`config.mk`:
```
export PLATFORM = sky130hd
export DESIGN_NAME = i2c_apb_sequencer_flat
export DESIGN_NICKNAME = d
export VERILOG_FILES = /design/src/rtl/i2c_apb_sequencer_pkg.sv /design/src/rtl/i2c_apb_sequencer_if.sv /design/src/rtl/i2c_apb_sequencer_apb_xfer.sv /design/src/rtl/i2c_apb_sequencer.sv /design/src/flat_wrapper.sv
export SDC_FILE = /design/constraint.sdc
export NUM_CORES = 1
export LEC_CHECK = 0
export BUFFER_PORTS_ARGS = -buffer_cell sky130_fd_sc_hd__clkbuf_2
export CORE_UTILIZATION = 45
export CTS_CLUSTER_SIZE = 40
export DETAILED_ROUTE_END_ITERATION = 7
export GPL_TIMING_DRIVEN = 0
export PLACE_DENSITY = 0.66
export SLEW_MARGIN = 20
export SYNTH_ARGS = -nofsm -noshare
export SYNTH_HDL_FRONTEND = slang
export SYNTH_SLANG_ARGS = --single-unit
```
`constraint.sdc`:
```
create_clock -name PCLK -period 1.7 [get_ports PCLK]
set_input_delay 0.17 -clock PCLK [delete_from_list [all_inputs] [get_ports PCLK]]
set_output_delay 0.17 -clock PCLK [all_outputs]
set_load 0.03 [all_outputs]
```
`src/rtl/i2c_apb_sequencer_pkg.sv`:
```
// i2c_seq_pkg: shared definitions for the I2C-APB sequencer.
//   - register map of the I2C controller's APB slave
//   - STATUS bit positions and the START command value
//   - state encodings for the sequencer FSM and the APB transfer engine
package i2c_seq_pkg;

  localparam logic [6:0] REG_ADDR = 7'h00;  // {saddr, rw}
  localparam logic [6:0] REG_TX   = 7'h04;
  localparam logic [6:0] REG_RX   = 7'h08;
  localparam logic [6:0] REG_CMD  = 7'h0C;
  localparam logic [6:0] REG_STAT = 7'h10;

  localparam int STAT_BUSY = 0;
  localparam int STAT_NACK = 1;

  localparam logic [7:0] CMD_START = 8'h01;

  typedef enum logic [2:0] {
    S_IDLE,
    S_WR_ADDR,
    S_WR_TX,
    S_WR_CMD,
    S_POLL,
    S_GAP,
    S_RD_RX,
    S_RESP
  } seq_state_t;

  typedef enum logic [1:0] {
    X_IDLE,
    X_SETUP,
    X_ACCESS
  } xfer_state_t;

  // States that own exactly one APB transfer.
  function automatic logic is_xfer_state(input seq_state_t s);
    return s inside {S_WR_ADDR, S_WR_TX, S_WR_CMD, S_POLL, S_RD_RX};
  endfunction

endpackage

```
`src/rtl/i2c_apb_sequencer_if.sv`:
```
// i2c_apb_sequencer_if: APB bus between the sequencer (master) and the
// I2C controller register slave.
//   PSELx, PENABLE, PWRITE, PADDR[6:0], PWDATA[7:0] : master -> slave
//   PRDATA[7:0], PREADY                              : slave -> master
interface i2c_apb_sequencer_if;
  logic       PSELx;
  logic       PENABLE;
  logic       PWRITE;
  logic [6:0] PADDR;
  logic [7:0] PWDATA;
  logic [7:0] PRDATA;
  logic       PREADY;

  modport master (
    output PSELx, PENABLE, PWRITE, PADDR, PWDATA,
    input  PRDATA, PREADY
  );

  modport slave (
    input  PSELx, PENABLE, PWRITE, PADDR, PWDATA,
    output PRDATA, PREADY
  );
endinterface

```
`src/rtl/i2c_apb_sequencer_apb_xfer.sv`:
```
// apb_xfer: single-transfer APB master handshake.
//   clk, rst          : clock, synchronous active-high reset
//   start             : launch one transfer (accepted only when idle)
//   addr/write/wdata  : transfer attributes, captured on start
//   busy              : a transfer is in SETUP or ACCESS
//   xfer_done         : ACCESS cycle in which PREADY = 1 (transfer completes)
//   rdata             : PRDATA, valid together with xfer_done
//   apb               : APB master modport
module apb_xfer
  import i2c_seq_pkg::*;
(
  input  logic       clk,
  input  logic       rst,
  input  logic       start,
  input  logic [6:0] addr,
  input  logic       write,
  input  logic [7:0] wdata,
  output logic       busy,
  output logic       xfer_done,
  output logic [7:0] rdata,
  i2c_apb_sequencer_if.master apb
);

  xfer_state_t state, state_nx;
  logic [6:0]  addr_q;
  logic        write_q;
  logic [7:0]  wdata_q;

  always_ff @(posedge clk) begin
    if (rst) state <= X_IDLE;
    else     state <= state_nx;
  end

  // Bus attributes are cleared by reset so the bus idles at all-zero.
  always_ff @(posedge clk) begin
    if (rst) begin
      addr_q  <= '0;
      write_q <= 1'b0;
      wdata_q <= '0;
    end else if (start && state == X_IDLE) begin
      addr_q  <= addr;
      write_q <= write;
      wdata_q <= wdata;
    end
  end

  always_comb begin
    state_nx = state;
    case (state)
      X_IDLE:   if (start) state_nx = X_SETUP;
      X_SETUP:  state_nx = X_ACCESS;
      X_ACCESS: if (apb.PREADY) state_nx = X_IDLE;
      default:  state_nx = X_IDLE;
    endcase
  end

  always_comb begin
    busy      = (state != X_IDLE);
    xfer_done = (state == X_ACCESS) && apb.PREADY;
    rdata     = apb.PRDATA;
  end

  assign apb.PSELx   = (state != X_IDLE);
  assign apb.PENABLE = (state == X_ACCESS);
  assign apb.PWRITE  = write_q;
  assign apb.PADDR   = addr_q;
  assign apb.PWDATA  = wdata_q;

endmodule

```
`src/rtl/i2c_apb_sequencer.sv`:
```
// i2c_apb_sequencer: round-robin arbiter + APB register sequencer that turns
// a single-byte I2C read/write request into the controller's register
// program (ADDR, TX, CMD, STAT polling, RX).
//   PCLK, PRESET       : clock, synchronous active-high reset
//   req[1:0]           : request levels, held until done
//   req_rw[1:0]        : 1 = I2C read, 0 = I2C write
//   req_saddr[13:0]    : 7-bit slave address per requester
//   req_wdata[15:0]    : write byte per requester
//   gnt[1:0]           : one-hot pulse when a request is accepted
//   done[1:0]          : one-hot pulse when the transaction completes
//   err                : with done, NACK (or poll timeout)
//   rdata[7:0]         : last read byte, held until the next done
//   apb                : APB master modport to the I2C controller
// Build option: define I2C_SEQ_TIMEOUT_EN to bound STATUS polling to
// POLL_MAX reads (err = 1 on expiry).
module i2c_apb_sequencer
  import i2c_seq_pkg::*;
#(
  parameter int N_REQ    = 2,
  parameter int POLL_MAX = 1024,
  parameter int POLL_GAP = 4
) (
  input  logic                 PCLK,
  input  logic                 PRESET,
  input  logic [N_REQ-1:0]     req,
  input  logic [N_REQ-1:0]     req_rw,
  input  logic [7*N_REQ-1:0]   req_saddr,
  input  logic [8*N_REQ-1:0]   req_wdata,
  output logic [N_REQ-1:0]     gnt,
  output logic [N_REQ-1:0]     done,
  output logic                 err,
  output logic [7:0]           rdata,
  i2c_apb_sequencer_if.master  apb
);

  // A zero poll limit would time out before the first STATUS read.
  if (POLL_MAX < 1) begin : g_poll_max_invalid
  end

  seq_state_t  state, state_nx;
  logic        start_q;
  logic        rr_ptr;
  logic        winner;
  logic        win_nx;
  logic        err_q;
  logic [15:0] gap_cnt;
  logic        rw_q;
  logic [6:0]  saddr_q;
  logic [7:0]  wdata_q;
  logic [7:0]  rdata_q;

  logic        x_start, x_busy, x_done, x_write;
  logic [6:0]  x_addr;
  logic [7:0]  x_wdata, x_rdata;

  logic        poll_busy, poll_nack, poll_timeout;
  logic        grant_now;

  // Current pointer wins if it is requesting, otherwise the other side.
  assign win_nx    = req[rr_ptr] ? rr_ptr : ~rr_ptr;
  assign grant_now = (state == S_IDLE) && (|req);

  assign poll_busy = x_rdata[STAT_BUSY];
  assign poll_nack = x_rdata[STAT_NACK];

`ifdef I2C_SEQ_TIMEOUT_EN
  logic [9:0] poll_cnt;

  always_ff @(posedge PCLK) begin
    if (PRESET)                            poll_cnt <= '0;
    else if (grant_now)                    poll_cnt <= '0;
    else if (state == S_POLL && x_done)    poll_cnt <= poll_cnt + 10'd1;
  end

  // poll_cnt counts completed polls before this one, hence the +1.
  assign poll_timeout = poll_busy && ((int'(poll_cnt) + 1) >= POLL_MAX);
`else
  assign poll_timeout = 1'b0;
`endif

  // State register; start_q launches one APB transfer on entry to a
  // transfer state (or on a POLL -> POLL re-entry when POLL_GAP = 0).
  always_ff @(posedge PCLK) begin
    if (PRESET) begin
      state   <= S_IDLE;
      start_q <= 1'b0;
    end else begin
      state   <= state_nx;
      start_q <= is_xfer_state(state_nx) && ((state_nx != state) || x_done);
    end
  end

  always_ff @(posedge PCLK) begin
    if (PRESET) begin
      rr_ptr  <= 1'b0;
      winner  <= 1'b0;
      err_q   <= 1'b0;
      gap_cnt <= '0;
    end else begin
      if (grant_now) begin
        winner <= win_nx;
        rr_ptr <= ~win_nx;
        err_q  <= 1'b0;
      end
      if (state == S_POLL && x_done)
        err_q <= (!poll_busy && poll_nack) || poll_timeout;
      gap_cnt <= (state == S_GAP) ? gap_cnt + 16'd1 : 16'd0;
    end
  end

  always_ff @(posedge PCLK) begin
    if (grant_now) begin
      rw_q    <= req_rw[win_nx];
      saddr_q <= win_nx ? req_saddr[13:7] : req_saddr[6:0];
      wdata_q <= win_nx ? req_wdata[15:8] : req_wdata[7:0];
    end
  end

  always_ff @(posedge PCLK) begin
    if (PRESET)                         rdata_q <= 8'h00;
    else if (state == S_RD_RX && x_done) rdata_q <= x_rdata;
  end

  always_comb begin
    state_nx = state;
    case (state)
      S_IDLE:    if (|req) state_nx = S_WR_ADDR;
      S_WR_ADDR: if (x_done) state_nx = rw_q ? S_WR_CMD : S_WR_TX;
      S_WR_TX:   if (x_done) state_nx = S_WR_CMD;
      S_WR_CMD:  if (x_done) state_nx = S_POLL;
      S_POLL: begin
        if (x_done) begin
          if (poll_busy) begin
            if (poll_timeout)       state_nx = S_RESP;
            else if (POLL_GAP == 0) state_nx = S_POLL;
            else                    state_nx = S_GAP;
          end else if (poll_nack) begin
            state_nx = S_RESP;
          end else begin
            state_nx = rw_q ? S_RD_RX : S_RESP;
          end
        end
      end
      S_GAP:     if (gap_cnt == 16'(POLL_GAP - 1)) state_nx = S_POLL;
      S_RD_RX:   if (x_done) state_nx = S_RESP;
      S_RESP:    state_nx = S_IDLE;
      default:   state_nx = S_IDLE;
    endcase
  end

  always_comb begin
    x_start = start_q && !x_busy;
    x_addr  = REG_ADDR;
    x_write = 1'b0;
    x_wdata = 8'h00;
    case (state)
      S_WR_ADDR: begin x_addr = REG_ADDR; x_write = 1'b1; x_wdata = {saddr_q, rw_q}; end
      S_WR_TX:   begin x_addr = REG_TX;   x_write = 1'b1; x_wdata = wdata_q;         end
      S_WR_CMD:  begin x_addr = REG_CMD;  x_write = 1'b1; x_wdata = CMD_START;       end
      S_POLL:    begin x_addr = REG_STAT; x_write = 1'b0;                            end
      S_RD_RX:   begin x_addr = REG_RX;   x_write = 1'b0;                            end
      default:   begin x_addr = REG_ADDR; x_write = 1'b0;                            end
    endcase

    gnt  = '0;
    done = '0;
    // gnt marks the first WR_ADDR cycle, i.e. the cycle after arbitration.
    if (state == S_WR_ADDR && start_q) gnt  = winner ? 2'b10 : 2'b01;
    if (state == S_RESP)               done = winner ? 2'b10 : 2'b01;
    err = (state == S_RESP) && err_q;
  end

  assign rdata = rdata_q;

  apb_xfer u_apb_xfer (
    .clk       (PCLK),
    .rst       (PRESET),
    .start     (x_start),
    .addr      (x_addr),
    .write     (x_write),
    .wdata     (x_wdata),
    .busy      (x_busy),
    .xfer_done (x_done),
    .rdata     (x_rdata),
    .apb       (apb)
  );

endmodule
```
`src/flat_wrapper.sv`:
```
// flat-port wrapper written by rule: the top's interface ports become plain ports
module i2c_apb_sequencer_flat import i2c_seq_pkg::*;
#(
  parameter int N_REQ    = 2,
  parameter int POLL_MAX = 1024,
  parameter int POLL_GAP = 4
)
  (PCLK, PRESET, req, req_rw, req_saddr, req_wdata, gnt, done, err, rdata, apb_PSELx, apb_PENABLE, apb_PWRITE, apb_PADDR, apb_PWDATA, apb_PRDATA, apb_PREADY);
  i2c_apb_sequencer_if apb_i ();
  input  logic PCLK;
  input  logic PRESET;
  input  logic [N_REQ-1:0] req;
  input  logic [N_REQ-1:0] req_rw;
  input  logic [7*N_REQ-1:0] req_saddr;
  input  logic [8*N_REQ-1:0] req_wdata;
  output logic [N_REQ-1:0] gnt;
  output logic [N_REQ-1:0] done;
  output logic err;
  output logic [7:0] rdata;
  output wire logic [$bits(apb_i.PSELx)-1:0] apb_PSELx;
  output wire logic [$bits(apb_i.PENABLE)-1:0] apb_PENABLE;
  output wire logic [$bits(apb_i.PWRITE)-1:0] apb_PWRITE;
  output wire logic [$bits(apb_i.PADDR)-1:0] apb_PADDR;
  output wire logic [$bits(apb_i.PWDATA)-1:0] apb_PWDATA;
  input wire logic [$bits(apb_i.PRDATA)-1:0] apb_PRDATA;
  input wire logic [$bits(apb_i.PREADY)-1:0] apb_PREADY;
  assign apb_PSELx = apb_i.PSELx;
  assign apb_PENABLE = apb_i.PENABLE;
  assign apb_PWRITE = apb_i.PWRITE;
  assign apb_PADDR = apb_i.PADDR;
  assign apb_PWDATA = apb_i.PWDATA;
  assign apb_i.PRDATA = apb_PRDATA;
  assign apb_i.PREADY = apb_PREADY;
  i2c_apb_sequencer #(.N_REQ(N_REQ), .POLL_MAX(POLL_MAX), .POLL_GAP(POLL_GAP)) u_core (.PCLK(PCLK), .PRESET(PRESET), .req(req), .req_rw(req_rw), .req_saddr(req_saddr), .req_wdata(req_wdata), .gnt(gnt), .done(done), .err(err), .rdata(rdata), .apb(apb_i));
endmodule
```
==> qor.log, run 1 <==
qor: drt.via_count 2334
qor: drt.detail_route.iter0.violations 73
qor: drt.via_per_inst 5.24
qor: global_routing.grt_use_met2 33.3%
qor: global_routing.first_global_vias 2114
qor: timing.clock_skew 0.00797 ns
qor: clock_tree.cts_tree done
qor: global_routing.grt_start_max_net_pins 20
qor: final_layout.insertedDiodeCount 0
qor: synth.synth-seq-cells 61
qor: pwr.peakVddDrop 0.671 mV
qor: clock_tree.clk_pin_slew_worst_paths 0.07 ns
qor: clock_tree.clock_sinks 61
qor: clock_tree.clk_root_buffer_cell clkbuf_8
qor: run.cap_viol_max_count 0
qor: global_routing.grt.met3_usage 5.84%
qor: pwr.power.share.switching 24.6%
qor: synth.netlist.top_cell.by_area dfxtp_1
qor: place.dpl.hpwl 4390 µm
qor: global_routing.overflow 0
qor: timing.final-max-slew-violation-count 0
qor: global_routing.grt.met1_usage 26.7%
qor: place.port-buffer-count 71
qor: drt.wl_per_cell 14.1 µm
qor: synth.yosys_warn_count 0
qor: synth.avgSynthCellArea 10.2 µm²
qor: synth.ys_dominant_reg_cell dfxtp_1
qor: global_routing.grt-busiest-layer met2
qor: floorplan.floorplan.initialDensity 47.1%
qor: run_status.status finished, final reports clean
qor: synth.synthTopCellsByCount dfxtp_1, nor2_1, edfxtp_1, mux2_2, a21oi_1
qor: timing.report.final.hold_viol_count 0
qor: floorplan.design.core.area 5990 µm²
qor: timing.rsz0062_at_grt yes
qor: synth.synth.top_cells.by_area dfxtp_1, edfxtp_1, mux2_2
qor: final_layout.fillCellCount 538
qor: place.gp_congestion 0.790
qor: worst_hold_path.hp_class input pin to flip-flop
qor: pwr.intPower 2.41 mW
qor: critical_path.arrival 1.47 ns
qor: floorplan.fp.dieArea 6580 µm²
qor: pwr.post_layout_power 3.20 mW
qor: clock_tree.cts_max_level 3
qor: timing.finalCritPeriodShare 96.7%
qor: drt.detail-route-antenna-nets 0
qor: final_layout.syn2layout_area_growth 27.0%
qor: synth.area_share_of_the_leading_cell_type_in_the_synthesized_netlist 32.0%
qor: clock_tree.cts_max_path_buffers 2
qor: timing.setup_viol_count_final 0
qor: pwr.p_seq_share 49.8%
qor: synth.postSynth.asyncResetShare 0%
qor: drt.detail_route.first_pass.iterations 6
qor: final_layout.final-seq-area 1380 µm²
qor: critical_path.worst-endpoint-required 1.53 ns
qor: synth.synthCells 277
qor: final_layout.layout-drive-gt1-share 38.1%
qor: pwr.clock_power_share 38.2%
qor: synth.mappedNetlistArea 2820 µm²
qor: timing.relSlewSlack 60.9%
qor: synth.cell_with_the_most_instances_after_synthesis dfxtp_1
qor: pwr.proportion_of_power_drawn_by_combinational_gates 12.0%
qor: drt.post-route-drc-count 0
qor: global_routing.grt.total_usage 21.2%
qor: global_routing.number_of_antenna_violations_at_the_first_check_in_global_routing 0
qor: pwr.p_switching 0.789 mW
qor: timing.worst_pin_slew 0.587 ns
qor: timing.final.min_clock_period 1.64 ns
qor: final_layout.multi_input_comb_area 1360 µm²
qor: clock_tree.total_of_hold_buffers_inserted_after_clock_tree_synthesis 0
qor: critical_path.timing.critical_path.fanout_max 8
qor: critical_path.worst_setup_path_start_kind flip-flop
qor: pwr.power_density 895 nW/µm²
qor: timing.hold-worst-slack 0.0412 ns
qor: clock_tree.tritoncts.num_buffers 9
qor: floorplan.fp-row-count 28
qor: drt.wirelength 6290 µm
qor: critical_path.worst_path_class_setup flip-flop to output pin
qor: floorplan.die_y 81.1 µm
qor: critical_path.timing.critical_path.to_type output pin
qor: pwr.power.leakage 1.51 nW
qor: synth.synth_seq_area_share 49.0%
qor: final_layout.final_nets 411
qor: timing.maxClockFrequency 0.608 GHz
qor: floorplan.io_pins 76
qor: synth.synth_edf_count 16
qor: synth.synth_cell_type_count 56
qor: clock_tree.clk-insertion-delay-late 0.34 ns
qor: global_routing.grt_pass1_wl 10200 µm
qor: floorplan.die_w 81.1 µm
==> worst max-delay path, cell delays in order (launching register included) <==
cell	delay (ns)
dfxtp_2	0.39
nor2b_2	0.18
buf_4	0.14
nor4b_4	0.21
clkbuf_8	0.21
==> state kept, by name (all words and copies together) (netlist names) <==
register / cells
u_core.err_q: 1
u_core.gap_cnt: 16
u_core.rdata: 8
u_core.rr_ptr: 1
u_core.rw_q: 1
u_core.saddr_q: 7
u_core.start_q: 1
u_core.state: 3
u_core.u_apb_xfer.apb.PADDR: 3
u_core.u_apb_xfer.apb.PWDATA: 8
u_core.u_apb_xfer.apb.PWRITE: 1
u_core.u_apb_xfer.state: 2
u_core.wdata_q: 8
u_core.winner: 1
==> power groups by stage <==
stage	clock network [mW]	logic, mW	registers [mW]
after detailed placement	0	0.355	1.63
after global routing	1.31	0.416	1.60
after CTS	1.25	0.381	1.60
final	1.22	0.383	1.60
after global placement	0	0.348	1.62
after floorplan	0	0.231	1.63
==> placed cells by master (no fill, tap or decap), types with 3 or more instances in the layout <==
cell      Yosys  routed
clkbuf_2      0      67
nor2_1       44      43
dfxtp_1      45      43
mux2_2       16      16
edfxtp_1     16      16
a21oi_1      14      14
buf_4         5      12
nand2_1      12      12
clkbuf_8      0      11
mux2i_1      10      10
a22oi_1       8       8
nand3_1       9       8
a22o_1        7       7
inv_1         6       6
o21ai_0       6       6
nor3_1        5       5
xnor2_1       5       5
clkbuf_1      2       4
or3_1         4       4
conb_1        1       4
buf_6         1       3
nor2_2        2       3
nor2b_1       4       3
a31oi_1       3       3
nor4_2        3       3
xor2_1        3       3
==> kinds of logic after synthesis <==
| logic type | share of synthesized area, % |
|---|---|
| multiplexers | 11.1 |
| XOR/XNOR | 2.49 |
| adder cells (fa/ha/maj) | 0.444 |
| buffers and inverters | 4.62 |
| AO/OA/AOI/OAI | 11.0 |
| other | 0.133 |
| flip-flops | 49.0 |
| AND/OR/NAND/NOR | 21.2 |
==> final cells by class <==
type,instances,share of cell area [%]
Buffer,18,3.53
Inverter,7,0.874
Clock inverter,5,1.43
Sequential cell,61,38.7
Tap cell,75,2.62
Clock buffer,11,3.67
Timing Repair Buffer,74,11.2
Multi-Input combinational cell,194,38.0
==> per-layer routing <==
metal,share of wire [%],wire [µm]
met5,0,0
met3,5.2,327
met1,47,2930
met2,46,2900
met4,2.1,135
==> path summary, 6_finish.rpt <==
path,startpoint,cells past startpoint,to,slack (ns)
worst max register to register,u_core.state[2],4,u_core.winner,0.08
worst max-delay path,u_core.state[0],4,gnt[1],0.06
worst min register to register,u_core.gap_cnt[0],1,u_core.gap_cnt[0],0.46
worst min-delay path,PRESET,2,u_core.state[1],0.04
==> what timing repair did <==
item                                    in CTS  in global routing
endpoints found under the setup margin      14                  8
setup buffers                                3                  0
cloned                                       0                  0
gates resized for setup                     14                 13
==> metrics by stage <==
stage | setup TNS (ns) | cells | instance area (µm²) | worst slack [ns] | util, %
after floorplan | 0 | 280 | 2840 | 0.0964 | -
after global placement | -0.749 | 426 | 3290 | -0.0887 | 54.9
after detailed placement | -1.03 | 426 | 3290 | -0.122 | 54.9
after CTS | 0 | 445 | 3550 | 0.0193 | 59.3
after global routing | -0.00142 | 445 | 3580 | -0.00142 | 59.8
final | 0 | 445 | 3580 | 0.0559 | 59.8
Note: power is estimated with default switching activity, not from simulation.
==> run 2: changes to the inputs <==
Settings changed: CORE_MARGIN from default to 2.
==> run 2 against run 1 <==
  * Die area increased by 5.0%
  * Core utilization increased by 0.54 points
  * Largest power group unchanged
  * Combinational power about the same
  * Largest cell class unchanged
  * Global-route usage decreased by 2.7 points
  * Critical path depth unchanged
  * Highest routed layer unchanged
==> qor.log, run 2 (synthesis results as in run 1) <==
qor: run_status.status finished, final reports clean
qor: floorplan.fp-row-count 28
qor: pwr.power.leakage 1.54 nW
qor: final_layout.final_nets 411
qor: timing.final-max-slew-violation-count 0
qor: clock_tree.cts_tree done
qor: timing.finalCritPeriodShare 96.3%
qor: timing.final.min_clock_period 1.64 ns
qor: drt.detail_route.first_pass.iterations 4
qor: global_routing.grt_start_max_net_pins 20
qor: clock_tree.clk-insertion-delay-late 0.34 ns
qor: place.dpl.hpwl 4410 µm
qor: pwr.power_density 947 nW/µm²
qor: timing.report.final.hold_viol_count 0
qor: final_layout.most_common_cell_after_layout_fill_and_taps_aside clkbuf_2
qor: drt.wl_per_cell 14.1 µm
qor: run.cap_viol_max_count 0
qor: clock_tree.cts_max_path_buffers 2
qor: clock_tree.clk_pin_slew_worst_paths 0.07 ns
qor: critical_path.worst_path_class_setup flip-flop to output pin
qor: floorplan.die_w 83.1 µm
qor: floorplan.io_pins 76
qor: final_layout.layout-drive-gt1-share 38.4%
qor: global_routing.grt.total_usage 18.5%
qor: final_layout.largest_register_ff_count 16
qor: drt.detail_route.iter0.violations 135
qor: clock_tree.tritoncts.num_buffers 9
qor: timing.clock_skew 0.00934 ns
qor: critical_path.worst_path_max_delay_cell dfxtp_2
qor: timing.maxClockFrequency 0.611 GHz
qor: clock_tree.cts_max_level 3
qor: drt.detail-route-antenna-nets 0
qor: critical_path.cpPeakStageDelay 0.39 ns
qor: timing.relSlewSlack 64.4%
qor: final_layout.fillCellCount 548
qor: critical_path.worst-endpoint-required 1.53 ns
qor: final_layout.register_name_with_the_most_flops u_core.gap_cnt
qor: pwr.post_layout_power 3.42 mW
qor: global_routing.grt_pass1_wl 10300 µm
qor: global_routing.first_global_vias 2157
qor: global_routing.number_of_antenna_violations_at_the_first_check_in_global_routing 0
qor: place.port-buffer-count 71
qor: final_layout.insertedDiodeCount 0
qor: pwr.peakVddDrop 0.587 mV
qor: floorplan.die_y 83.1 µm
qor: final_layout.leading_cell_types_in_the_layout_fill_and_taps_excluded clkbuf_2, nor2_1, dfxtp_1
qor: critical_path.timing.critical_path.cells nor2b_2, buf_4, nor4b_4, clkbuf_8
qor: floorplan.fp.dieArea 6910 µm²
qor: place.gp_congestion 0.776
qor: timing.finalSetupTns 0 ns
qor: critical_path.worst_setup_path_start_kind flip-flop
qor: drt.post-route-drc-count 0
qor: drt.via_count 2325
qor: critical_path.arrival 1.47 ns
qor: timing.setup_viol_count_final 0
qor: floorplan.design.core.area 5990 µm²
qor: timing.worst_pin_slew 0.535 ns
qor: critical_path.timing.critical_path.fanout_max 8
qor: clock_tree.clk_root_buffer_cell clkbuf_8
qor: critical_path.timing.critical_path.to_type output pin
qor: drt.via_per_inst 5.22
qor: global_routing.overflow 0
qor: clock_tree.clock_sinks 61
qor: critical_path.r2r_setup_slack 0.08 ns
qor: floorplan.floorplan.initialDensity 47.1%
qor: final_layout.syn2layout_area_growth 28.1%
qor: worst_hold_path.hp_class input pin to flip-flop
qor: drt.wirelength 6250 µm
## run 2: worst max-delay path, delay by kind of cell (launching register included)
kind / cells / cell delay [ns]
simple gates: 2 / 0.39
flops: 1 / 0.39
buf+inv: 2 / 0.34
## run 2: final timing paths
check	start	to	depth (start not counted)
setup / recovery	u_core.state[0]	gnt[1]	4
hold / removal	PRESET	u_core.state[1]	2
setup reg to reg	u_core.state[2]	u_core.winner	4
hold reg to reg	u_core.u_apb_xfer.apb.PADDR[3]	u_core.u_apb_xfer.apb.PADDR[3]	2
## run 2: final cells by class
| class | instances | area, µm² | share of cell area, % |
|---|---|---|---|
| flip-flops and latches | 61 | 1380 | 38.3 |
| clock inverters | 7 | 98.8 | 2.74 |
| multi-input cells | 194 | 1360 | 37.5 |
| plain buffers | 18 | 126 | 3.50 |
| clock buffers | 9 | 124 | 3.43 |
| well taps | 75 | 93.8 | 2.60 |
| repair buffers | 74 | 398 | 11.0 |
| inverters | 7 | 31.3 | 0.866 |
## run 2: what timing repair did
action / 4_1_cts / 5_1_grt
resized for setup: 12 / 13
endpoints found under the setup margin: 14 / 6
endpoints found under the hold margin: 0 / 0
hold buffers: 0 / 0
pin swaps: 0 / 1
setup buffers: 3 / 0
## run 2: per-stage QoR
stage / area, µm² / utilization [%] / hold WS [ns] / setup WS, ns / cells
floorplan: 2840 / - / 0.260 / 0.0964 / 280
global placement: 3290 / 54.9 / 0.387 / -0.0918 / 426
detailed placement: 3290 / 54.9 / 0.390 / -0.130 / 426
CTS: 3580 / 59.8 / 0.0310 / -0.00243 / 445
global route: 3610 / 60.3 / 0.0330 / -0.0162 / 445
finish: 3610 / 60.3 / 0.0426 / 0.0636 / 445
## run 2: routing by layer
layer	GRT usage (%)	vias to the layer above	routed length, µm
met5	0	-	0
met2	30.2	71	2980
met4	7.15	0	105
met3	4.77	11	326
met1	23.6	1078	2840
li1	-	1165	-
## run 2: power by group
| part | switching, mW | internal, mW | leakage [nW] | total [mW] |
|---|---|---|---|---|
| Clock | 0.611 | 0.832 | 0.110 | 1.44 |
| Sequential | 0.0305 | 1.56 | 0.521 | 1.59 |
| Combinational | 0.201 | 0.180 | 0.905 | 0.381 |
| Total | 0.843 | 2.58 | 1.54 | 3.42 |
